**src/rtl/mem_loader_if.sv**
```systemverilog
// CPU memory bus as seen by the serial loader: request/grant handshake plus
// address, write data, write strobe and synchronous read data.
interface mem_loader_if;
  logic        bus_req;
  logic        bus_gnt;
  logic [15:0] ab;
  logic [7:0]  dbo;
  logic        we;
  logic [7:0]  dbi;

  modport master (output bus_req, ab, dbo, we, input bus_gnt, dbi);
  modport slave  (input bus_req, ab, dbo, we, output bus_gnt, dbi);
endinterface

```
**src/rtl/mem_loader.sv**
```systemverilog
// UART-driven memory loader: 'W'/'R' commands with 16-bit address and length
// write to or read back from the CPU memory bus while the CPU is held off.
module mem_loader #(
  parameter int CLK_DIV = 217,
  parameter int TIMEOUT = 1048576
) (
  input  logic         clk25,
  input  logic         rst_n,
  input  logic         rx,
  output logic         tx,
  output logic         busy,
  mem_loader_if.master bus
);

  localparam int CW = $clog2(CLK_DIV + 1);
  localparam int TW = $clog2(TIMEOUT + 1);
  localparam logic [CW-1:0] HALF_BIT = CW'(CLK_DIV / 2);
  localparam logic [CW-1:0] FULL_BIT = CW'(CLK_DIV - 1);
  localparam logic [TW-1:0] TMO_LAST = TW'(TIMEOUT - 1);

  typedef enum logic [3:0] {
    IDLE, ADDR_HI, ADDR_LO, LEN, WDATA, WBUS, RBUS, RWAIT, RSEND, REPLY
  } state_t;

  // ---------------- UART receiver ----------------
  logic          rx_s1, rx_s2, rx_prev;
  logic          rx_act, rx_vld;
  logic [CW-1:0] rx_cnt;
  logic [3:0]    rx_bit;
  logic [7:0]    rx_sh;

  always_ff @(posedge clk25) begin
    if (!rst_n) begin
      rx_s1   <= 1'b1;
      rx_s2   <= 1'b1;
      rx_prev <= 1'b1;
      rx_act  <= 1'b0;
      rx_vld  <= 1'b0;
      rx_cnt  <= '0;
      rx_bit  <= '0;
    end else begin
      rx_s1   <= rx;
      rx_s2   <= rx_s1;
      rx_prev <= rx_s2;
      rx_vld  <= 1'b0;
      if (!rx_act) begin
        if (rx_prev && !rx_s2) begin
          rx_act <= 1'b1;
          rx_cnt <= HALF_BIT;
          rx_bit <= '0;
        end
      end else if (rx_cnt != '0) begin
        rx_cnt <= rx_cnt - CW'(1);
      end else begin
        rx_cnt <= FULL_BIT;
        rx_bit <= rx_bit + 4'd1;
        // A start bit that is high again at mid-bit was a glitch.
        if (rx_bit == 4'd0) begin
          if (rx_s2) rx_act <= 1'b0;
        end else if (rx_bit == 4'd9) begin
          rx_act <= 1'b0;
          rx_vld <= rx_s2;
        end
      end
    end
  end

  always_ff @(posedge clk25) begin
    if (rx_act && rx_cnt == '0 && rx_bit != 4'd0 && rx_bit != 4'd9)
      rx_sh <= {rx_s2, rx_sh[7:1]};
  end

  // ---------------- UART transmitter ----------------
  logic          tx_act, tx_go;
  logic [7:0]    tx_byte;
  logic [CW-1:0] tx_cnt;
  logic [3:0]    tx_bit;
  logic [9:0]    tx_sh;

  always_ff @(posedge clk25) begin
    if (!rst_n) begin
      tx_act <= 1'b0;
      tx_cnt <= '0;
      tx_bit <= '0;
    end else if (!tx_act) begin
      if (tx_go) begin
        tx_act <= 1'b1;
        tx_cnt <= FULL_BIT;
        tx_bit <= '0;
      end
    end else if (tx_cnt != '0) begin
      tx_cnt <= tx_cnt - CW'(1);
    end else if (tx_bit == 4'd9) begin
      tx_act <= 1'b0;
    end else begin
      tx_cnt <= FULL_BIT;
      tx_bit <= tx_bit + 4'd1;
    end
  end

  always_ff @(posedge clk25) begin
    if (!tx_act && tx_go)
      tx_sh <= {1'b1, tx_byte, 1'b0};
    else if (tx_act && tx_cnt == '0)
      tx_sh <= {1'b1, tx_sh[9:1]};
  end

  assign tx = !tx_act || tx_sh[0];

  // ---------------- command FSM ----------------
  state_t        state, state_n;
  logic          is_rd, is_rd_n;
  logic [15:0]   addr, addr_n;
  logic [8:0]    cnt, cnt_n;
  logic [7:0]    wbyte, wbyte_n, rdata, rdata_n, reply, reply_n;
  logic          rpend, rpend_n;
  logic [TW-1:0] tmo;
  logic          timed, tmo_hit, abort, we_c, drive_r, bus_req_q;

  assign timed   = (state inside {ADDR_HI, ADDR_LO, LEN, WDATA});
  assign tmo_hit = timed && (tmo == TMO_LAST);

  always_comb begin
    state_n = state;
    is_rd_n = is_rd;
    addr_n  = addr;
    cnt_n   = cnt;
    wbyte_n = wbyte;
    rdata_n = rdata;
    reply_n = reply;
    rpend_n = rpend;
    tx_go   = 1'b0;
    tx_byte = 8'h00;
    we_c    = 1'b0;
    drive_r = 1'b0;
    abort   = 1'b0;
    case (state)
      IDLE: if (rx_vld) begin
        if (rx_sh == 8'h57 || rx_sh == 8'h52) begin
          state_n = ADDR_HI;
          is_rd_n = (rx_sh == 8'h52);
        end else if (!tx_act) begin
          tx_go   = 1'b1;
          tx_byte = 8'h3F;
        end
      end
      ADDR_HI: if (rx_vld) begin
        addr_n[15:8] = rx_sh;
        state_n      = ADDR_LO;
      end else if (tmo_hit) abort = 1'b1;
      ADDR_LO: if (rx_vld) begin
        addr_n[7:0] = rx_sh;
        state_n     = LEN;
      end else if (tmo_hit) abort = 1'b1;
      LEN: if (rx_vld) begin
        cnt_n   = {(rx_sh == 8'h00), rx_sh};
        state_n = is_rd ? RBUS : WDATA;
      end else if (tmo_hit) abort = 1'b1;
      WDATA: if (rx_vld) begin
        wbyte_n = rx_sh;
        state_n = WBUS;
      end else if (tmo_hit) abort = 1'b1;
      // A new byte arriving before the grant means data would be lost.
      WBUS: if (rx_vld) begin
        abort = 1'b1;
      end else if (bus.bus_gnt) begin
        we_c   = 1'b1;
        addr_n = addr + 16'd1;
        cnt_n  = cnt - 9'd1;
        if (cnt == 9'd1) begin
          state_n = REPLY;
          reply_n = 8'h2E;
          rpend_n = 1'b1;
        end else begin
          state_n = WDATA;
        end
      end
      RBUS: if (bus.bus_gnt) begin
        drive_r = 1'b1;
        state_n = RWAIT;
      end
      RWAIT: begin
        rdata_n = bus.dbi;
        state_n = RSEND;
      end
      RSEND: if (!tx_act) begin
        tx_go   = 1'b1;
        tx_byte = rdata;
        addr_n  = addr + 16'd1;
        cnt_n   = cnt - 9'd1;
        state_n = (cnt == 9'd1) ? REPLY : RBUS;
      end
      // Holds until any queued reply byte, or the last read byte, has left.
      REPLY: if (!tx_act) begin
        if (rpend) begin
          tx_go   = 1'b1;
          tx_byte = reply;
          rpend_n = 1'b0;
        end else begin
          state_n = IDLE;
        end
      end
      default: state_n = IDLE;
    endcase
    if (abort) begin
      state_n = REPLY;
      reply_n = 8'h21;
      rpend_n = 1'b1;
    end
  end

  always_ff @(posedge clk25) begin
    if (!rst_n) begin
      state     <= IDLE;
      is_rd     <= 1'b0;
      addr      <= '0;
      cnt       <= '0;
      reply     <= '0;
      rpend     <= 1'b0;
      tmo       <= '0;
      bus_req_q <= 1'b0;
    end else begin
      state     <= state_n;
      is_rd     <= is_rd_n;
      addr      <= addr_n;
      cnt       <= cnt_n;
      reply     <= reply_n;
      rpend     <= rpend_n;
      tmo       <= (timed && state_n == state) ? tmo + TW'(1) : '0;
      bus_req_q <= (state_n inside {WDATA, WBUS, RBUS, RWAIT, RSEND});
    end
  end

  always_ff @(posedge clk25) begin
    wbyte <= wbyte_n;
    rdata <= rdata_n;
  end

  assign busy        = (state != IDLE);
  assign bus.bus_req = bus_req_q;
  assign bus.we      = we_c;
  assign bus.ab      = (we_c || drive_r) ? addr : 16'h0000;
  assign bus.dbo     = we_c ? wbyte : 8'h00;

endmodule

```
**src/flat_wrapper.sv**
```systemverilog
// flat-port wrapper written by rule: the top's interface ports become plain ports
module mem_loader_flat 
#(
  parameter int CLK_DIV = 217,
  parameter int TIMEOUT = 1048576
)
  (clk25, rst_n, rx, tx, busy, bus_bus_req, bus_ab, bus_dbo, bus_we, bus_bus_gnt, bus_dbi);
  mem_loader_if bus_i ();
  input  logic clk25;
  input  logic rst_n;
  input  logic rx;
  output logic tx;
  output logic busy;
  output wire logic [$bits(bus_i.bus_req)-1:0] bus_bus_req;
  output wire logic [$bits(bus_i.ab)-1:0] bus_ab;
  output wire logic [$bits(bus_i.dbo)-1:0] bus_dbo;
  output wire logic [$bits(bus_i.we)-1:0] bus_we;
  input wire logic [$bits(bus_i.bus_gnt)-1:0] bus_bus_gnt;
  input wire logic [$bits(bus_i.dbi)-1:0] bus_dbi;
  assign bus_bus_req = bus_i.bus_req;
  assign bus_ab = bus_i.ab;
  assign bus_dbo = bus_i.dbo;
  assign bus_we = bus_i.we;
  assign bus_i.bus_gnt = bus_bus_gnt;
  assign bus_i.dbi = bus_dbi;
  mem_loader #(.CLK_DIV(CLK_DIV), .TIMEOUT(TIMEOUT)) u_core (.clk25(clk25), .rst_n(rst_n), .rx(rx), .tx(tx), .busy(busy), .bus(bus_i));
endmodule
```
**config.mk**
```make
export PLATFORM = sky130hd
export DESIGN_NAME = mem_loader_flat
export DESIGN_NICKNAME = d
export VERILOG_FILES = /design/src/rtl/mem_loader_if.sv /design/src/rtl/mem_loader.sv /design/src/flat_wrapper.sv
export SDC_FILE = /design/constraint.sdc
export NUM_CORES = 1
export LEC_CHECK = 0
export ABC_AREA = 1
export BUFFER_PORTS_ARGS = -buffer_cell sky130_fd_sc_hd__buf_2
export CAP_MARGIN = 25
export CORE_MARGIN = 1
export CORE_UTILIZATION = 60
export CTS_BUF_LIST = sky130_fd_sc_hd__clkbuf_8
export DETAILED_ROUTE_END_ITERATION = 6
export PLACE_DENSITY = 0.82
export RECOVER_POWER = 50
export SYNTH_ARGS = -nofsm -noshare
export SYNTH_HDL_FRONTEND = slang
export SYNTH_SLANG_ARGS = --single-unit
```
**constraint.sdc**
```tcl
create_clock -name clk25 -period 3.1 [get_ports clk25]
set_input_delay 0.155 -clock clk25 [delete_from_list [all_inputs] [get_ports clk25]]
set_output_delay 0.155 -clock clk25 [all_outputs]
set_load 0.03 [all_outputs]
```
### Word-level counts from Yosys, hierarchy flattened

Index checks and enable logic that the tools add are counted.

* register bits: 119
* input port bits: 12
* output and inout port bits: 28
* word-level logic and storage cells: 210

* add/sub/neg operators: 7
* eq/ne operators: 37
* mux-type cells: 88
* bitwise operators: 4
* reductions and logical operators: 49

Operator list (number)
* 2-to-1 mux 8 bit: 13
* 2-to-1 mux 4 bit: 22
* one-hot mux 8 bit (3 select lines): 3
* 2-to-1 mux 16 bit: 4
* 2-to-1 mux 9 bit: 6
* 2-to-1 mux 6 bit: 7
* one-hot mux 4 bit (10 select lines): 1
* == test 4 x 3 -> 1 bit, second input constant: 8
* 2-to-1 mux 1 bit: 27
* one-hot mux 9 bit (3 select lines): 1
* zero test 8 bit: 3
* adder 21 x 1 -> 21 bit, second input constant: 1
* == test 21 x 20 -> 1 bit, second input constant: 1
* == test 4 bit, second input constant: 5
* AND reduction 5 bit: 4
* adder 16 x 1 -> 16 bit, second input constant: 1
* == test 8 x 7 -> 1 bit, second input constant: 2
* nonzero test 8 bit: 2
* subtractor 8 x 1 -> 8 bit, second input constant: 2
* inequality test 2 bit, second input constant: 7
* nonzero test 2 bit: 6
* nonzero test 3 bit: 4
* nonzero test 4 bit: 3
* == test 9 x 1 -> 1 bit, second input constant: 1
* 25 further kinds: 51

### Logic depth before layout (Yosys ltp)

Gate-level depths: netlist (run 1).

* word-level depth: 10
* gate-level depth with buffers: 16
* depth with buffers taken out: 15

### Worst setup path after synthesis (run 1)

OpenSTA, ideal clock, no wires.

* kind: register to register
* from: register u_core.state[1]
* to: register u_core.tx_bit[1]
* setup time: 0.128 ns
* arrival time: 1.760 ns
* required time: 2.972 ns
* path slack: 1.212 ns
* cell stages (with the launch flop): 10
* path buffers: 1
* period minus slack after synthesis: 1.888 ns
* path through: dfxtp_1 -> buf_2 -> nor2_2 -> nand2_1 -> nor2_1 -> nand3_1 -> nand3_2 -> nand2_1 -> o21ai_1 -> nor2_1

* cells in the longest elaborated chain, start to end: 4
* elaborated cells on any way between the ends: 6
* those cells by class: eq/ne: 2; mux: 1; reduce/logical: 3

Ends and longest elaborated chain
* from (decl): line mem_loader.sv:111 `state_t state, state_n;`
* from (signal assigned): line mem_loader.sv:223 `state <= state_n;`
* == test 4 bit or zero test 4 bit (tied branches): line mem_loader.sv:137 `case (state)`
* one-hot mux 1 bit (3 select lines) *: line mem_loader.sv:137
* nonzero test 2 bit (no line) *
* AND reduction 3 bit (no line) *
* to (signal assigned): line mem_loader.sv:97 `tx_bit <= tx_bit + 4'd1;`
* to (decl): line mem_loader.sv:77 `logic [3:0] tx_bit;`

Mark *: on every way between the ends. The rest lies on a longest branch, timed or not.
A chain may end at the register's enable or synchronous reset.

### Final worst setup path (run 1)

* from: register u_core.state[0]
* to: register u_core.addr[9]

* cells in the longest elaborated chain, start to end: 3
* elaborated cells on any way between the ends: 10
* those cells by class: eq/ne: 7; mux: 1; reduce/logical: 2

Ends and longest elaborated chain
* == test 4 x 1 -> 1 bit, or another cell as far along: line mem_loader.sv:137
* inequality test 2 x 1 -> 1 bit (no line), or another cell as far along
* AND reduction 5 bit (no line)
* to (signal assigned): line mem_loader.sv:225 `addr <= addr_n;`
* to (decl): line mem_loader.sv:113 `logic [15:0] addr, addr_n;`

Parallel ways exist; a longest one is shown, timed or not.

==> reports/metrics.cfg, run 1 <==
[timing]
setup_tns_ps = 0
final_max_slew_viol_count = 0
max_freq_ghz = 0.382
hold_violations = 0
relSlewSlack = 0.381
setup_viol = 0
finalCritPeriodShare = 0.845
tightest_slew_ps = 928
finClkSkew_ps = 10.4
min_period_ps = 2620
rsz0062_at_grt = no

[cts]
clockBufferDepth = 2
cts_root_buf = clkbuf_8
cts.sinks = 119
htree_levels = 4
cts_tree = done
cts_setup_buffers = 0
clk_pin_slew_ps = 80
numCtsBuffers = 17
worstSkewPairLatency_ps = 430

[synth]
synth_most_common_cell = nand2_1
synth_common_cells = 152 x nand2_1, 102 x inv_1, 99 x nor2_1, 87 x dfxtp_1, 52 x o21ai_0
synth_area_um2 = 6170
yosysTopAreaCellShare = 0.282
ys_seq_area_frac = 0.438
ys_warn_count = 0
synth_area_leaders = dfxtp_1 28%, edfxtp_1 16%, nand2_1 9.3%
syn_area_per_cell_um2 = 7.56
synthCells = 816
synth-seq-cells = 119
synthesis.nets = 841
yosysTopAreaCell = dfxtp_1
async_flop_share = 0
synth_ff_type = dfxtp_1
synth-edff-count = 32
yosysUniqueCellTypes = 39

[route]
drc_errors = 0
vias = 5477
wire_per_inst_um = 13.2
wirelength_um = 13300
detail_route.iter0.violations = 404
dr.pass1.iters = 5
ant_nets = 0
routed_via_density = 5.42

[floorplan]
fp.dieW_um = 103
std_cell_rows = 36
initial_core_util = 0.625
die_h_um = 103
dieArea_um2 = 10700
core-area_um2 = 9860
ios = 40

[grt]
antenna_found_initial = 0
grtUsageTotal = 0.268
grt_pass1_vias = 4988
globalRouteOverflowTotal = 0
grt_pass1_wl_um = 22200
grt_max_degree = 38

[flow_run]
drv_cap = 0

[setup_path]
crit_type = flop to flop
cp.buffers_inverters = 2
crit_family = simple AND/OR/NAND/NOR gates
cpPeakStageDelay_ps = 460
cpMaxStageDelayCell = nor2_2
cp_cell_sequence = nor2_1 -> nand2_2 -> inv_1 -> nor2_4 -> inv_2 -> nor2_1 -> nor2_2 -> o21ai_0 -> o21ai_1 -> a21oi_1
crit_path_max_fanout = 23
worstPathArrival_ps = 2940
critPathRequiredTime_ps = 3420
cp-end-kind = flop
cp-start-kind = flop
crit_top_cell = nor2_1

[placement]
dp_hpwl_um = 9330
gp_congestion = 0.889
io_buffer_count = 39

[power_and_ir_drop]
p_leak_uw = 0.00283
peakVddDrop_mv = 0.435
powerDensity_nw_per_um2 = 450

[cells_and_area]
fin_nets = 890
fillers = 790
areaGrowthSynthToFinish_pct = 11.5
drive_above_1_share = 0.128
fin_util = 0.697
antenna_cells = 0

[run_status]
outcome = finished, final reports clean

[worst_hold_path]
worstHoldPathType = input port to flop

==> sequential cells by signal, indices dropped and copies added, names as in the netlist, 3 cells and up <==
| signal | count |
|---|---|
| u_core.tx_bit | 4 |
| u_core.wbyte | 8 |
| u_core.cnt | 9 |
| u_core.tx_cnt | 8 |
| u_core.state | 4 |
| u_core.tx_sh | 9 |
| u_core.reply | 3 |
| u_core.rdata | 8 |
| u_core.rx_sh | 8 |
| u_core.addr | 16 |
| u_core.rx_bit | 4 |
| u_core.rx_cnt | 8 |
| u_core.tmo | 21 |
==> path summary, 6_finish.rpt <==
check                                   from                           to  slack [ps]  depth (start not counted)
setup / recovery  u_core.state[0]$_SDFF_PN0_  u_core.addr[9]$_SDFFE_PN0P_         480                         10
hold / removal                         rst_n    u_core.rx_prev$_SDFF_PN1_         270                          3
hold reg to reg      u_core.rx_s1$_SDFF_PN1_      u_core.rx_s2$_SDFF_PN1_         440                          1
setup reg to reg  u_core.state[0]$_SDFF_PN0_  u_core.addr[9]$_SDFFE_PN0P_         480                         10
==> metrics by stage <==
step | instances | power (uW) | hold WS [ps] | cell area (um^2) | setup WS [ps]
global route | 1011 | 3200 | 264 | 6880 | 207
global placement | 970 | 1750 | 331 | 6440 | 810
detailed placement | 970 | 1760 | 333 | 6440 | 712
finish | 1011 | 3090 | 269 | 6880 | 479
floorplan | 816 | 1730 | 254 | 6170 | 1210
CTS | 1011 | 3110 | 233 | 6920 | 633
==> report_power, final <==
part,internal (uW),switching (uW)
Combinational,47.5,72.0
Sequential,1600,10.9
Clock,723,636
==> final cells by class <==
| cell class | count | area (um^2) | share of cell area |
|---|---|---|---|
| inverters | 113 | 424 | 0.0617 |
| clock buffers | 18 | 248 | 0.0360 |
| flip-flops and latches | 119 | 2700 | 0.393 |
| well taps | 133 | 166 | 0.0242 |
| multi-input cells | 562 | 2900 | 0.421 |
| repair buffers | 52 | 304 | 0.0442 |
| clock inverters | 14 | 135 | 0.0196 |
==> worst min-delay path, stage by stage <==
cell	delay (ps)
buf_2	130
buf_4	250
nand2_1	120
==> cell families after synthesis <==
family,share of synthesized area
and+or+nand+nor,0.286
buffers and inverters,0.0873
AOI/OAI and AO/OA,0.114
DFF,0.438
xor gates and xnor gates,0.0483
adders and majority gates,0.0264
==> placed cells by master, fill, tap and decap left out, types with 2 or more instances in the layout <==
cell type	instances
o21ai_1	11
o21ai_0	53
dlygate4sd3_1	9
a31oi_1	20
nand3_1	47
nor2_2	25
inv_1	107
nand4_1	25
buf_4	2
nor4_1	6
clkbuf_1	5
clkinv_2	2
nor2_1	101
xor2_1	21
clkbuf_8	18
nand2_2	4
or2_2	4
a211oi_1	4
a21oi_1	33
nand2_1	153
buf_2	36
nor3_1	14
ha_1	13
xnor2_1	13
inv_2	6
clkinv_1	3
nor2_4	5
dfxtp_1	87
clkinvlp_4	6
edfxtp_1	32
bufinv_16	2
o2111ai_1	2
==> per-layer routing <==
metal  share of wire  global-route usage  up-vias
li1                -                   -     2782
met2            0.46               0.433      176
met5               0                   0        -
met1            0.47               0.350     2502
met4           0.016               0.104        0
met3           0.052              0.0612       17
==> timing repair <==
action                                 4_1_cts  5_1_grt
gates resized for setup                      0        0
endpoints found under the hold margin        9        0
hold buffers                                 9        0
(Power assumes the default switching activity.)
==> inputs of run 2 (changes only) <==
==> constraint.sdc (replaced) <==
create_clock -name clk25 -period 2.46 [get_ports clk25]
set_input_delay 0.123 -clock clk25 [delete_from_list [all_inputs] [get_ports clk25]]
set_output_delay 0.123 -clock clk25 [all_outputs]
set_load 0.03 [all_outputs]
==> run 2 against run 1 <==
Largest cell class unchanged. Highest routed layer unchanged. Routed wire length increased by 4.6%. Global-route usage increased by 0.83 points. Via count increased by 3.5%.
==> reports/metrics.cfg, run 2 (same netlist as run 1, synthesis figures left out) <==
[run_status]
outcome = finished, final reports clean

[power_and_ir_drop]
peakVddDrop_mv = 0.513  ; +18%
powerDensity_nw_per_um2 = 537  ; +19%
p_leak_uw = 0.00287  ; +1.7%

[cells_and_area]
multi_input_area_um2 = 2920  ; +0.86%
largest_register = u_core.tmo
largest_register_ffs = 21  ; unchanged
fillers = 797  ; +0.89%
drive_above_1_share = 0.139  ; +0.0114
layout_commonest_cell = nand2_1
fin_nets = 897  ; +0.79%
largestRegisters = u_core.tmo x21, u_core.addr x16
fin_util = 0.703  ; +0.00533
layout_common_cells = 152 x nand2_1, 105 x inv_1, 100 x nor2_1
areaGrowthSynthToFinish_pct = 12.4
seq_area_um2 = 2700  ; unchanged
antenna_cells = 0  ; unchanged
fin_area_um2 = 6930  ; +0.76%

[setup_path]
cp-start-kind = flop
crit_type = flop to primary output
cpMaxStageDelayCell = dfxtp_1
cp-end-kind = primary output
crit_family = buffers and inverters
worstPathArrival_ps = 2210  ; -730 ps
cp.buffers_inverters = 4  ; +2
crit_top_cell = nand2_1
critPathRequiredTime_ps = 2340  ; -1080 ps
crit_path_max_fanout = 10  ; -57%
cp_cell_sequence = inv_2 -> nand2_1 -> nor2_4 -> nand2_1 -> buf_4 -> nand2_2 -> clkinvlp_4 -> nor2_1 -> buf_2
cpPeakStageDelay_ps = 370  ; -90 ps

[grt]
globalRouteOverflowTotal = 0  ; unchanged
grt_max_degree = 38  ; unchanged
grt_pass1_wl_um = 23100  ; +3.9%
antenna_found_initial = 0  ; unchanged
grtUsageTotal = 0.276  ; +0.00833
grt_pass1_vias = 5236  ; +5.0%

[floorplan]
ios = 40  ; unchanged
fp.dieW_um = 103  ; unchanged
dieArea_um2 = 10700  ; unchanged
std_cell_rows = 36  ; unchanged
core-area_um2 = 9860  ; unchanged
die_h_um = 103  ; unchanged
initial_core_util = 0.625  ; unchanged

[route]
vias = 5666  ; +3.5%
wirelength_um = 14000  ; +4.6%
ant_nets = 0  ; unchanged
detail_route.iter0.violations = 377  ; -6.7%
drc_errors = 0  ; unchanged
wire_per_inst_um = 13.7  ; +3.9%
dr.pass1.iters = 6  ; +1
routed_via_density = 5.57  ; +2.7%

[timing]
finClkSkew_ps = 14.2  ; +3.72 ps
finalCritPeriodShare = 0.948
min_period_ps = 2330
setup_viol = 0  ; unchanged
final_max_slew_viol_count = 0  ; unchanged
tightest_slew_ps = 603  ; -325 ps
setup_tns_ps = 0  ; unchanged
timing.hold.ws_ps = 214  ; -54.4 ps
hold_violations = 0  ; unchanged
relSlewSlack = 0.597  ; +0.216
max_freq_ghz = 0.429

[cts]
clockBufferDepth = 2  ; unchanged
numCtsBuffers = 17  ; unchanged
htree_levels = 4  ; unchanged
cts_root_buf = clkbuf_8
cts.sinks = 119  ; unchanged
worstSkewPairLatency_ps = 420  ; about the same
clk_pin_slew_ps = 60  ; -20 ps
cts_tree = done

[worst_hold_path]
worstHoldPathType = input port to flop

[placement]
dp_hpwl_um = 9840  ; +5.4%
place_area_um2 = 6500  ; +0.89%
gp_congestion = 0.894  ; +0.61%
io_buffer_count = 39  ; unchanged

[flow_run]
drv_cap = 0  ; unchanged

[run 2: layout make-up]
type | instances | share of cell area
flip-flops and latches | 119 | 0.390
well taps | 133 | 0.0240
inverters | 113 | 0.0617
repair inverters | 1 | 0.00108
clock inverters | 14 | 0.0135
clock buffers | 18 | 0.0357
multi-input cells | 562 | 0.422
repair buffers | 58 | 0.0522
[run 2: power breakdown]
| part | internal (uW) | switching, uW | leakage (uW) |
|---|---|---|---|
| Combinational | 60.2 | 92.2 | 0.00170 |
| Clock | 794 | 739 | 0.000188 |
| Sequential | 2020 | 12.9 | 0.000983 |
| Total | 2870 | 844 | 0.00287 |
[run 2: final timing paths]
check	to	startpoint	cells after the start	slack, ps
hold reg to reg	u_core.rx_s2$_SDFF_PN1_	u_core.rx_s1$_SDFF_PN1_	1	430
setup reg to reg	u_core.tmo[16]$_SDFF_PN0_	u_core.tmo[0]$_SDFF_PN0_	13	220
hold / removal	u_core.rx_prev$_SDFF_PN1_	rst_n	3	210
setup / recovery	bus_ab[13]	u_core.state[3]$_SDFF_PN0_	9	130
[run 2: what timing repair did]
item	4_1_cts	5_1_grt
hold buffers	9	0
buffers inserted	0	0
setup endpoints to repair	0	5
hold endpoints to repair	9	0
resized for setup	0	6
[run 2: through the flow]
stage               instances  setup slack [ps]  total power (uW)
finish                   1018               128              3720
global route             1018             -11.5              3850
CTS                      1017               146              3740
detailed placement        976               428              2220
global placement          976               477              2210
floorplan                 816               572              2180
[run 2: layer usage]
metal	global-route usage	wire length [um]
met1	0.354	6200
met3	0.0544	818
met2	0.451	6710
met4	0.128	235
met5	0	0
[run 2: worst reg2reg max path: stages, from the launching register on]
cell	delay, ps
dfxtp_1	370
ha_1	210
nand2_1	60
nor2_1	240
nand2_2	160
nor2_4	150
nand4_2	130
nand2_1	220
inv_2	100
nand3_1	100
nand2_1	70
nand2_2	80
buf_12	190
nor2_2	50
